`config.mk`:
```
export PLATFORM = sky130hd
export DESIGN_NAME = ex_result_buffer
export DESIGN_NICKNAME = d
export VERILOG_FILES = /design/src/rtl/ex_result_buffer.sv
export SDC_FILE = /design/constraint.sdc
export NUM_CORES = 1
export LEC_CHECK = 0
export CAP_MARGIN = 15
export CORE_ASPECT_RATIO = 2
export CORE_MARGIN = 10
export CORE_UTILIZATION = 38
export DETAILED_ROUTE_END_ITERATION = 6
export SLEW_MARGIN = 30
export SYNTH_ARGS = -nofsm -noshare
export SYNTH_HDL_FRONTEND = slang
export SYNTH_SLANG_ARGS = --single-unit
```
`constraint.sdc`:
```
create_clock -name clk -period 15.65 [get_ports clk]
set_input_delay 1.565 -clock clk [delete_from_list [all_inputs] [get_ports clk]]
set_output_delay 1.565 -clock clk [all_outputs]
set_load 0.02 [all_outputs]
```
`src/rtl/ex_result_buffer.sv`:
```
// ex_result_buffer: captures ALU Result/Zero plus EX side-band fields into a
// small circular FIFO and presents them to MEM over valid/ready. It resolves
// branch-taken at capture time and counts refused pushes for perf debug.
module ex_result_buffer #(
    parameter int DEPTH       = 2,
    parameter int STALL_CNT_W = 16
) (
    input  logic                   clk,
    input  logic                   reset,
    input  logic                   in_valid,
    output logic                   in_ready,
    input  logic [63:0]            in_result,
    input  logic                   in_zero,
    input  logic [4:0]             in_rd,
    input  logic                   in_regwrite,
    input  logic                   in_branch,
    input  logic                   flush,
    output logic                   out_valid,
    input  logic                   out_ready,
    output logic [63:0]            out_result,
    output logic                   out_zero,
    output logic [4:0]             out_rd,
    output logic                   out_regwrite,
    output logic                   branch_taken,
    output logic [STALL_CNT_W-1:0] stall_count
);
    localparam int PTR_W = (DEPTH > 1) ? $clog2(DEPTH) : 1;
    localparam int CNT_W = PTR_W + 1;
    localparam logic [STALL_CNT_W-1:0] STALL_MAX = '1;

    typedef struct packed {
        logic [63:0] result;
        logic        zero;
        logic [4:0]  rd;
        logic        regwrite;
    } entry_t;

    entry_t           mem [DEPTH];
    entry_t           head;
    logic [PTR_W-1:0] rptr, wptr;
    logic [CNT_W-1:0] count;
    logic             push, pop;

    // Ready looks only at occupancy: a full buffer refuses even if MEM pops.
    assign in_ready  = (count != CNT_W'(DEPTH));
    assign out_valid = (count != '0);

    // Flush wins over both ends, so neither handshake fires in a flush cycle.
    assign push = in_valid && in_ready && !flush;
    assign pop  = out_valid && out_ready && !flush;

    assign head         = mem[rptr];
    assign out_result   = out_valid ? head.result   : 64'd0;
    assign out_zero     = out_valid ? head.zero     : 1'b0;
    assign out_rd       = out_valid ? head.rd       : 5'd0;
    assign out_regwrite = out_valid ? head.regwrite : 1'b0;

    // Entry storage; written only on an accepted push, never modified after.
    always_ff @(posedge clk) begin
        if (push) begin
            mem[wptr] <= '{result: in_result, zero: in_zero,
                           rd: in_rd, regwrite: in_regwrite};
        end
    end

    // Pointers and occupancy; pointers wrap naturally at DEPTH (power of two).
    always_ff @(posedge clk or posedge reset) begin
        if (reset) begin
            rptr  <= '0;
            wptr  <= '0;
            count <= '0;
        end else if (flush) begin
            rptr  <= '0;
            wptr  <= '0;
            count <= '0;
        end else begin
            if (push) wptr <= wptr + PTR_W'(1);
            if (pop)  rptr <= rptr + PTR_W'(1);
            case ({push, pop})
                2'b10:   count <= count + CNT_W'(1);
                2'b01:   count <= count - CNT_W'(1);
                default: count <= count;
            endcase
        end
    end

    // One-cycle taken pulse for an accepted beq-type entry with Zero set.
    always_ff @(posedge clk or posedge reset) begin
        if (reset) branch_taken <= 1'b0;
        else       branch_taken <= push && in_branch && in_zero;
    end

    // Saturating count of refused pushes; flush does not clear it.
    always_ff @(posedge clk or posedge reset) begin
        if (reset) begin
            stall_count <= '0;
        end else if (in_valid && !in_ready && !flush && stall_count != STALL_MAX) begin
            stall_count <= stall_count + STALL_CNT_W'(1);
        end
    end
endmodule

```
==> run_results.csv, run 1 <==
group,metric,value,unit
layout,syn_to_final_growth,39.09,%
power,swShare,24.67,%
route,vias,3856,
layout,n_fill_cell,1393,
timing,fin_skew,12.32,ps
layout,n_antenna_cell,0,
placement,place_hpwl,11.32,mm
timing,fin_ws,11380,ps
clock_network,numCtsBuffers,17,
route,dr_wl_met2,9.437,mm
global_routing,grt_pass1_wl,24.28,mm
yosys,synth-seq-area-share,74.81,%
global_routing,overflow,0,
timing,slew_headroom,45.45,%
worst_hold_path,hp-class,"reg2reg",
route,wl_per_cell,19.81,microns
timing,tightest_slew,817.3,ps
clock_network,cts_tree,"done",
route,wl_met3,947,microns
yosys,synth_edf_count,142,
worst_hold_path,hold_start,"stall_count[7]",
power,powerDensity,116.7,nW/um^2
worst_hold_path,min_to,"stall_count[7]",
route,drc,0,
layout,drive_gt1_share,8.319,%
placement,placed_cell_area,8308,sq um
clock_network,cts_setup_buffers,0,
route,drtIter0Drc,138,
clock_network,clockRootBuffer,"clkbuf_16",
route,maxUsedRoutingLayer,"met4",
timing,fin_crit_sh,27.28,%
floorplan,rows,67,
yosys,synth_nets,481,
clock_network,cts_hold_buf,0,
placement,routabilityCongestion,0.7623,
setup_path,r2r_setup_slack,13490,ps
placement,io_buffers,166,
worst_hold_path,hold-path-cell-count,1,
layout,register_area,4793,sq um
global_routing,grt_max_degree,72,
floorplan,io_pins,167,
timing,fin_tns_setup,0,ps
floorplan,core_area,16680,sq um
setup_path,critPathLaunchType,"flip-flop",
yosys,syn_area_per_cell,15.89,sq um
yosys,synth-main-ff-cell,"edfxtp_1",
power,switching_power,256.3,uW
route,routed_wl,15.77,mm
power,seqPwrFrac,48.7,%
floorplan,die_y,203.6,microns
clock_network,postCtsResizedCells,0,
clock_network,htreeDepth,4,
setup_path,r2r.worst_path.cells,6,
clock_network,clock_latency,420,ps
floorplan,fp.dieW,111.8,microns
route,vias_per_cell,4.844,
setup_path,rr_endpoint,"rptr",
setup_path,cp-end-kind,"output port",
power,pwr-share-clk,37.3,%
floorplan,start_util,38.38,%
yosys,synth_cell_types,31,
power,comb_power_share,14.0,%
yosys,netlist_area,6402,sq um
clock_network,cts.clk_slew.worst_paths,70,ps
timing,hold_violations,0,
layout,multiInputGateArea,1549,sq um
timing,min_period,4269,ps
job,max_cap_viol_count,0,
status,run_status,"finished clean",
timing,fmax,0.2342,GHz
layout,post-route-util,53.38,%
yosys,synthCells,403,
global_routing,antenna_found_initial,0,
power,vdd_drop_max,0.08690,mV
route,first_pass_iters,5,
setup_path,r2r-start,"count[1]",
yosys,synth-async-reset-ratio,12.88,%
layout,design_area,8905,sq um
timing,final-setup-viol-count,0,
route,ant_nets,0,
yosys,ys_seq_elements,163,
power,p_int,782.6,uW
layout,final_nets,654,
clock_network,cts_sinks,163,
setup_path,critPathRequiredTime,14090,ps
floorplan,die-area,22760,sq um
setup_path,critical_path_class,"reg2out",
yosys,yosysWarnings,0,
setup_path,path_max_fanout,45,
setup_path,crit_arrival,2700,ps
placement,pre_cts_ws,11560,ps
timing,drv_slew,0,
global_routing,gr-usage-all-layers,13.83,%
clock_network,cts_max_path_buffers,2,
route,wl_met1,5.151,mm
power,leakage,0.003070,uW
timing,rsz0062_at_grt,"no",
global_routing,first_global_vias,4338,
## flip-flops by register name (all words and copies together) (netlist names)
signal        flops
rptr              1
wptr              1
count             2
stall_count      16
mem             142
branch_taken      1
## layer usage
metal	global-route usage (%)	vias to the layer above
li1	-	1835
met1	12.53	1914
met2	26.92	93
met3	5.090	14
met4	4.751	0
met5	0	-
## cell usage after synthesis, drive strengths merged (2+ instances only)
cell	n	area, sq um
and2	2	12.51
and3	5	31.28
buf	6	32.53
clkbuf	12	45.04
dfrtp	21	525.5
edfxtp	142	4264
inv	2	7.510
mux2i	72	720.7
nand2	10	37.54
nand2b	2	20.02
nand3	3	15.01
nand4	5	31.28
nor2	79	296.5
nor3	6	30.03
nor3b	2	15.01
nor4	8	92.58
xor2	17	148.9
## cells by family after synthesis
family,after synthesis,synth area share (%)
mux,73,11.43
fa+ha+maj,1,0.1954
xor+xnor,17,2.326
flops,163,74.81
compound gates,3,0.2932
simple gates,126,9.615
buf+inv,20,1.329
## metrics by stage
step                      std cells  hold slack (ps)  total power [uW]
after detailed placement        763            519.4             663.4
after floorplan                 403            519.1             585.4
after global placement          763            501.2             660.5
final                           796            529.3              1039
after global routing            796            545.8              1080
after CTS                       795            530.8              1052
## how the worst max path moves through the flow
stage	start	end	slack [ps]	cells past startpoint
after floorplan	flush	mem[0][0]	8550	1
after global placement	rptr	out_result[46]	11600	4
after detailed placement	rptr	out_result[46]	11560	4
after CTS	rptr	out_result[46]	11080	4
after global routing	count[0]	out_valid	11170	4
final	count[1]	out_result[46]	11380	4
## power groups by stage
| stage | Sequential (uW) | Clock (uW) | Combinational, uW |
|---|---|---|---|
| CTS | 507 | 397 | 148 |
| detailed placement | 516 | 0 | 147 |
| global route | 509 | 415 | 156 |
| floorplan | 518 | 0 | 67.6 |
| global placement | 515 | 0 | 146 |
| finish | 506 | 388 | 145 |
## final cells by class
type	instances	area share, %
Sequential cell	163	53.83
Inverter	2	0.08431
Timing Repair Buffer	172	19.43
Clock inverter	12	1.110
Tap cell	207	2.909
Multi-Input combinational cell	220	17.40
Clock buffer	20	5.241
## cell usage in the layout (no fill, tap or decap), types with 2 or more instances in the layout
cell type,n
nand3_1,3
clkdlybuf4s50_1,166
inv_1,2
nand2_1,10
buf_4,4
clkbuf_8,3
nor3b_1,2
and3_1,5
clkbuf_16,17
clkinv_4,8
nor3_1,5
inv_6,2
xor2_1,17
mux2i_1,72
nor4_4,2
nor4_1,3
dfrtp_1,20
nor4_2,3
edfxtp_1,142
nor2_1,78
nand4_1,5
## worst max-delay path, stage by stage (launching register included)
cell and delay (ps):
dfrtp_1 470, nor2_4 510, buf_4 530, nor2_1 160
clkdlybuf4s50_1 580
Power figures use the tool's default switching activity.
==> run 2, diff against run 1 <==
clock period = 3.96 ns   (was 15.65 ns; I/O delays follow)
==> run 2 against run 1 <==
Compared with the run above:
- final area about the same
- wire length up 0.86%
- critical path depth unchanged
- final cell count up 0.25%
- register-to-register slack worse by 12000 ps
- count of clock-buffer cells in the layout down 1
- global-route usage up 0.11 points
==> run_results.csv, run 2 (synthesized netlist as in run 1, its figures left out) <==
group,metric,value,unit
clock_network,cts_sinks,163,
floorplan,io_pins,167,
layout,top_regs,"mem: 142 flops, stall_count: 16 flops, count: 2 flops",
layout,final_common_cell,"clkdlybuf4s50_1",
power,comb_power_share,13.7,%
power,p_int,3096,uW
global_routing,gr-max-usage-layer,"met2",
global_routing,antenna_found_initial,1,
layout,drive_gt1_share,7.797,%
placement,routabilityCongestion,0.8132,
timing,tightest_slew,867.6,ps
layout,post-route-util,53.36,%
timing,fin_tns_setup,0,ps
layout,syn_to_final_growth,39.05,%
floorplan,die-area,22760,sq um
global_routing,grt_max_degree,50,
route,ant_nets,0,
clock_network,cts_hold_buf,0,
route,vias,3890,
route,drc,0,
floorplan,core_area,16680,sq um
setup_path,cp-end-kind,"output port",
power,vdd_drop_max,0.3223,mV
route,routed_wl,15.90,mm
clock_network,clock_latency,410,ps
power,swShare,24.39,%
timing,slew_headroom,42.16,%
global_routing,use_met3,4.266,%
power,pwr-share-clk,37.0,%
global_routing,met1_usage,12.69,%
setup_path,critPathLaunchType,"flip-flop",
power,switching_power,998.8,uW
timing,hold_violations,0,
power,seqPwrFrac,49.3,%
floorplan,rows,67,
clock_network,postCtsResizedCells,0,
timing,rsz0062_at_grt,"no",
clock_network,htreeDepth,4,
setup_path,cp-endpoint,"out_result[13]",
global_routing,overflow,0,
power,powerDensity,460.0,nW/um^2
floorplan,die_y,203.6,microns
global_routing,gr-usage-all-layers,13.94,%
layout,final_cell_mix,"clkdlybuf4s50_1, edfxtp_1, nor2_1, mux2i_1, dfrtp_1",
layout,regMostFlops,"mem",
layout,final_nets,655,
route,first_pass_iters,4,
global_routing,use_met2,26.86,%
placement,io_buffers,166,
timing,fmax,0.3210,GHz
clock_network,cts_max_path_buffers,2,
placement,place_hpwl,11.46,mm
timing,min_period,3115,ps
floorplan,start_util,38.38,%
setup_path,path_max_fanout,49,
global_routing,first_global_vias,4389,
timing,final-setup-viol-count,0,
timing,drv_slew,0,
setup_path,crit_arrival,2720,ps
clock_network,cts.clk_slew.worst_paths,70,ps
setup_path,critPathRequiredTime,3560,ps
route,drtIter0Drc,218,
worst_hold_path,hp-class,"in2async",
route,vias_per_cell,4.875,
power,leakage,0.003051,uW
timing,fin_skew,10.95,ps
status,run_status,"finished clean",
clock_network,numCtsBuffers,17,
timing,fin_crit_sh,78.66,%
layout,n_fill_cell,1442,
route,wl_per_cell,19.92,microns
floorplan,fp.dieW,111.8,microns
layout,largest_register_ffs,142,
setup_path,setup.worst_path.start,"rptr",
global_routing,grt_pass1_wl,24.50,mm
clock_network,cts_setup_buffers,0,
setup_path,r2r-start,"count[0]",
setup_path,rr_endpoint,"mem[1][68]",
clock_network,clockRootBuffer,"clkbuf_16",
setup_path,critical_path_class,"reg2out",
job,max_cap_viol_count,0,
setup_path,r2r_setup_slack,1860,ps
setup_path,r2r.worst_path.cells,5,
clock_network,cts_tree,"done",
-- run 2: cell types whose count changed in the layout (fill, tap and decap cells not counted), sizes merged --
cell      delta
buf          +1
bufinv       +1
clkbuf       -1
clkinv       -2
clkinvlp     +4
diode        +1
inv          -2
-- run 2: how the worst min path moves through the flow --
| stage | from | endpoint |
|---|---|---|
| global route | reset | count[0] |
| global placement | stall_count[10] | stall_count[10] |
| CTS | reset | stall_count[9] |
| finish | reset | stall_count[8] |
| floorplan | reset | branch_taken |
| detailed placement | stall_count[13] | stall_count[13] |
-- run 2: power groups by stage --
stage	combinational [uW]	clock, uW	sequential [uW]
2_1_floorplan	267	0	2040
3_3_place_gp	563	0	2050
3_5_place_dp	572	0	2060
4_1_cts	574	1550	2020
5_1_grt	602	1630	2030
6_report	562	1520	2020
-- run 2: routing by layer --
layer  vias up  part of all wire, %
met5         -                    0
met4         0                  2.4
met3        19                  5.6
met2       100                   59
met1      1942                   33
li1       1829                    -
-- run 2: worst max-delay path, cell delays in order, from the launching register on --
cell and delay (ps):
dfrtp_4 1000, buf_4 400, mux2i_1 120, nor2_1 140, clkdlybuf4s50_1 630
-- run 2: cell type report --
cell class / count / area (sq um) / area share [%]
Timing Repair Buffer: 173 / 1739 / 19.54
Inverter: 2 / 7.507 / 0.08433
Antenna cell: 1 / 2.502 / 0.02811
Sequential cell: 163 / 4793 / 53.84
Clock inverter: 13 / 112.6 / 1.265
Tap cell: 207 / 259.0 / 2.909
Multi-Input combinational cell: 220 / 1555 / 17.47
Clock buffer: 19 / 432.9 / 4.863
-- run 2: metrics by stage --
stage	std cells	total power, uW	worst slack, ps	hold slack, ps	area [sq um]
after global placement	764	2616	1259	504.4	8334
after detailed placement	765	2628	1265	514.6	8354
after CTS	797	4149	785.4	470.9	8900
final	798	4095	845.0	451.0	8902
after global routing	798	4258	674.7	507.2	8902
after floorplan	403	2311	56.52	372.5	6407
==> run 3, diff against run 2 <==
clock period = 3.1 ns   (was 3.96 ns; I/O delays follow)
==> run 3 against run 2 <==
Compared with the run above:
- setup slack lost 320 ps
- first-iteration DRC count decreased by 17%
- utilization up 0.51 points
- via count up 0.46%
- largest cell class unchanged
- count of clock-buffer cells in the layout shrank 2
- critical path type unchanged
- power is 32% higher
==> run_results.csv, run 3 (synthesized netlist as in run 1, its figures left out) <==
group,metric,value,unit
clock_network,cts_tree,"done",
global_routing,antenna_found_initial,2,
setup_path,crit_arrival,2270,ps
global_routing,grt_pass1_wl,24.15,mm
timing,fmax,0.3877,GHz
layout,final_nets,656,
timing,fin_crit_sh,83.21,%
floorplan,start_util,38.38,%
power,comb_power_share,13.9,%
status,run_status,"finished clean",
layout,final_common_cell,"clkdlybuf4s50_1",
route,maxUsedRoutingLayer,"met4",
power,p_int,4071,uW
layout,final_cell_mix,"clkdlybuf4s50_1, edfxtp_1, nor2_1, mux2i_1, dfrtp_1",
timing,final-setup-viol-count,0,
power,swShare,24.75,%
power,vdd_drop_max,0.4433,mV
route,drc,0,
route,first_pass_iters,4,
timing,drv_slew,0,
layout,largest_register_ffs,142,
layout,n_fill_cell,1383,
setup_path,critPathLaunchType,"flip-flop",
global_routing,first_global_vias,4306,
placement,place_hpwl,11.42,mm
layout,drive_gt1_share,8.629,%
global_routing,overflow,0,
worst_hold_path,hp-class,"in2async",
floorplan,rows,67,
route,vias,3908,
timing,fin_skew,8.214,ps
timing,fin_tns_setup,0,ps
clock_network,cts_hold_buf,0,
clock_network,cts_setup_buffers,0,
floorplan,fp.dieW,111.8,microns
global_routing,grt_max_degree,73,
placement,routabilityCongestion,0.7792,
route,wl_met1,5.082,mm
layout,register_area,4793,sq um
setup_path,critPathRequiredTime,2790,ps
clock_network,clockRootBuffer,"clkbuf_16",
power,leakage,0.003102,uW
power,pwr-share-clk,38.9,%
global_routing,gr-usage-all-layers,13.82,%
timing,tightest_slew,856.4,ps
clock_network,cts_max_path_buffers,2,
route,wl_met3,785,microns
route,wl_per_cell,19.84,microns
clock_network,cts.clk_slew.worst_paths,60,ps
clock_network,htreeDepth,4,
route,ant_nets,0,
layout,design_area,8987,sq um
floorplan,die_y,203.6,microns
timing,fin_ws,520.4,ps
route,routed_wl,15.88,mm
job,max_cap_viol_count,0,
power,switching_power,1339,uW
route,drtIter0Drc,180,
setup_path,critical_path_class,"reg2out",
clock_network,numCtsBuffers,17,
layout,regMostFlops,"mem",
setup_path,path_max_fanout,21,
floorplan,die-area,22760,sq um
layout,top_regs,"mem: 142 flops, stall_count: 16 flops, count: 2 flops",
placement,io_buffers,166,
clock_network,postCtsResizedCells,0,
route,dr_wl_met2,9.611,mm
power,seqPwrFrac,47.2,%
placement,placed_cell_area,8387,sq um
route,vias_per_cell,4.885,
floorplan,io_pins,167,
power,powerDensity,601.9,nW/um^2
layout,syn_to_final_growth,40.38,%
timing,min_period,2580,ps
placement,pre_cts_ws,704.8,ps
timing,slew_headroom,42.84,%
timing,rsz0062_at_grt,"no",
setup_path,cp-end-kind,"output port",
timing,hold_violations,0,
floorplan,core_area,16680,sq um
layout,multiInputGateArea,1555,sq um
clock_network,clock_latency,420,ps
clock_network,cts_sinks,163,
-- run 3: power by group through the flow --
stage	registers [uW]	clock network, uW	logic (uW)
floorplan	2610	0	342
global placement	2600	0	758
detailed placement	2600	0	765
CTS	2560	2150	769
global route	2560	2260	806
finish	2550	2100	751
-- run 3: cell type report --
type / count / area share, %
Antenna cell: 2 / 0.05569
Clock buffer: 17 / 4.733
Clock inverter: 15 / 1.893
Inverter: 2 / 0.08353
Multi-Input combinational cell: 220 / 17.30
Sequential cell: 163 / 53.33
Tap cell: 207 / 2.882
Timing Repair Buffer: 174 / 19.71
-- run 3: worst paths after layout --
path / slack (ps) / start / cells past startpoint / end
setup / recovery: 520 / rptr / 4 / out_result[15]
hold / removal: 360 / reset / 2 / count[0]
setup reg to reg: 1030 / count[0] / 4 / stall_count[1]
hold reg to reg: 510 / stall_count[7] / 1 / stall_count[7]
max in group asynchronous: 2120 / reset / 2 / rptr
min in group clk: 470 / in_result[31] / 1 / mem[0][38]
-- run 3: metrics by stage --
| step | cells | util (%) | hold slack, ps | power [uW] |
|---|---|---|---|---|
| 6_report | 800 | 53.87 | 362.4 | 5410 |
| 3_5_place_dp | 766 | 50.27 | 502.5 | 3367 |
| 4_1_cts | 798 | 53.84 | 377.7 | 5478 |
| 3_3_place_gp | 766 | 50.27 | 507.0 | 3354 |
| 5_1_grt | 800 | 53.87 | 433.1 | 5628 |
| 2_1_floorplan | 403 | - | 286.5 | 2951 |
-- run 3: critical path, stage by stage (launching register included) --
cell,delay [ps]
dfrtp_4,540
buf_4,390
mux2i_1,130
nor2_1,100
clkdlybuf4s50_1,670
-- run 3: routing by layer --
metal	global-route usage, %	vias to the layer above
met5	0	-
met4	6.919	0
met3	4.148	24
met2	27.19	107
met1	12.00	1939
li1	-	1838
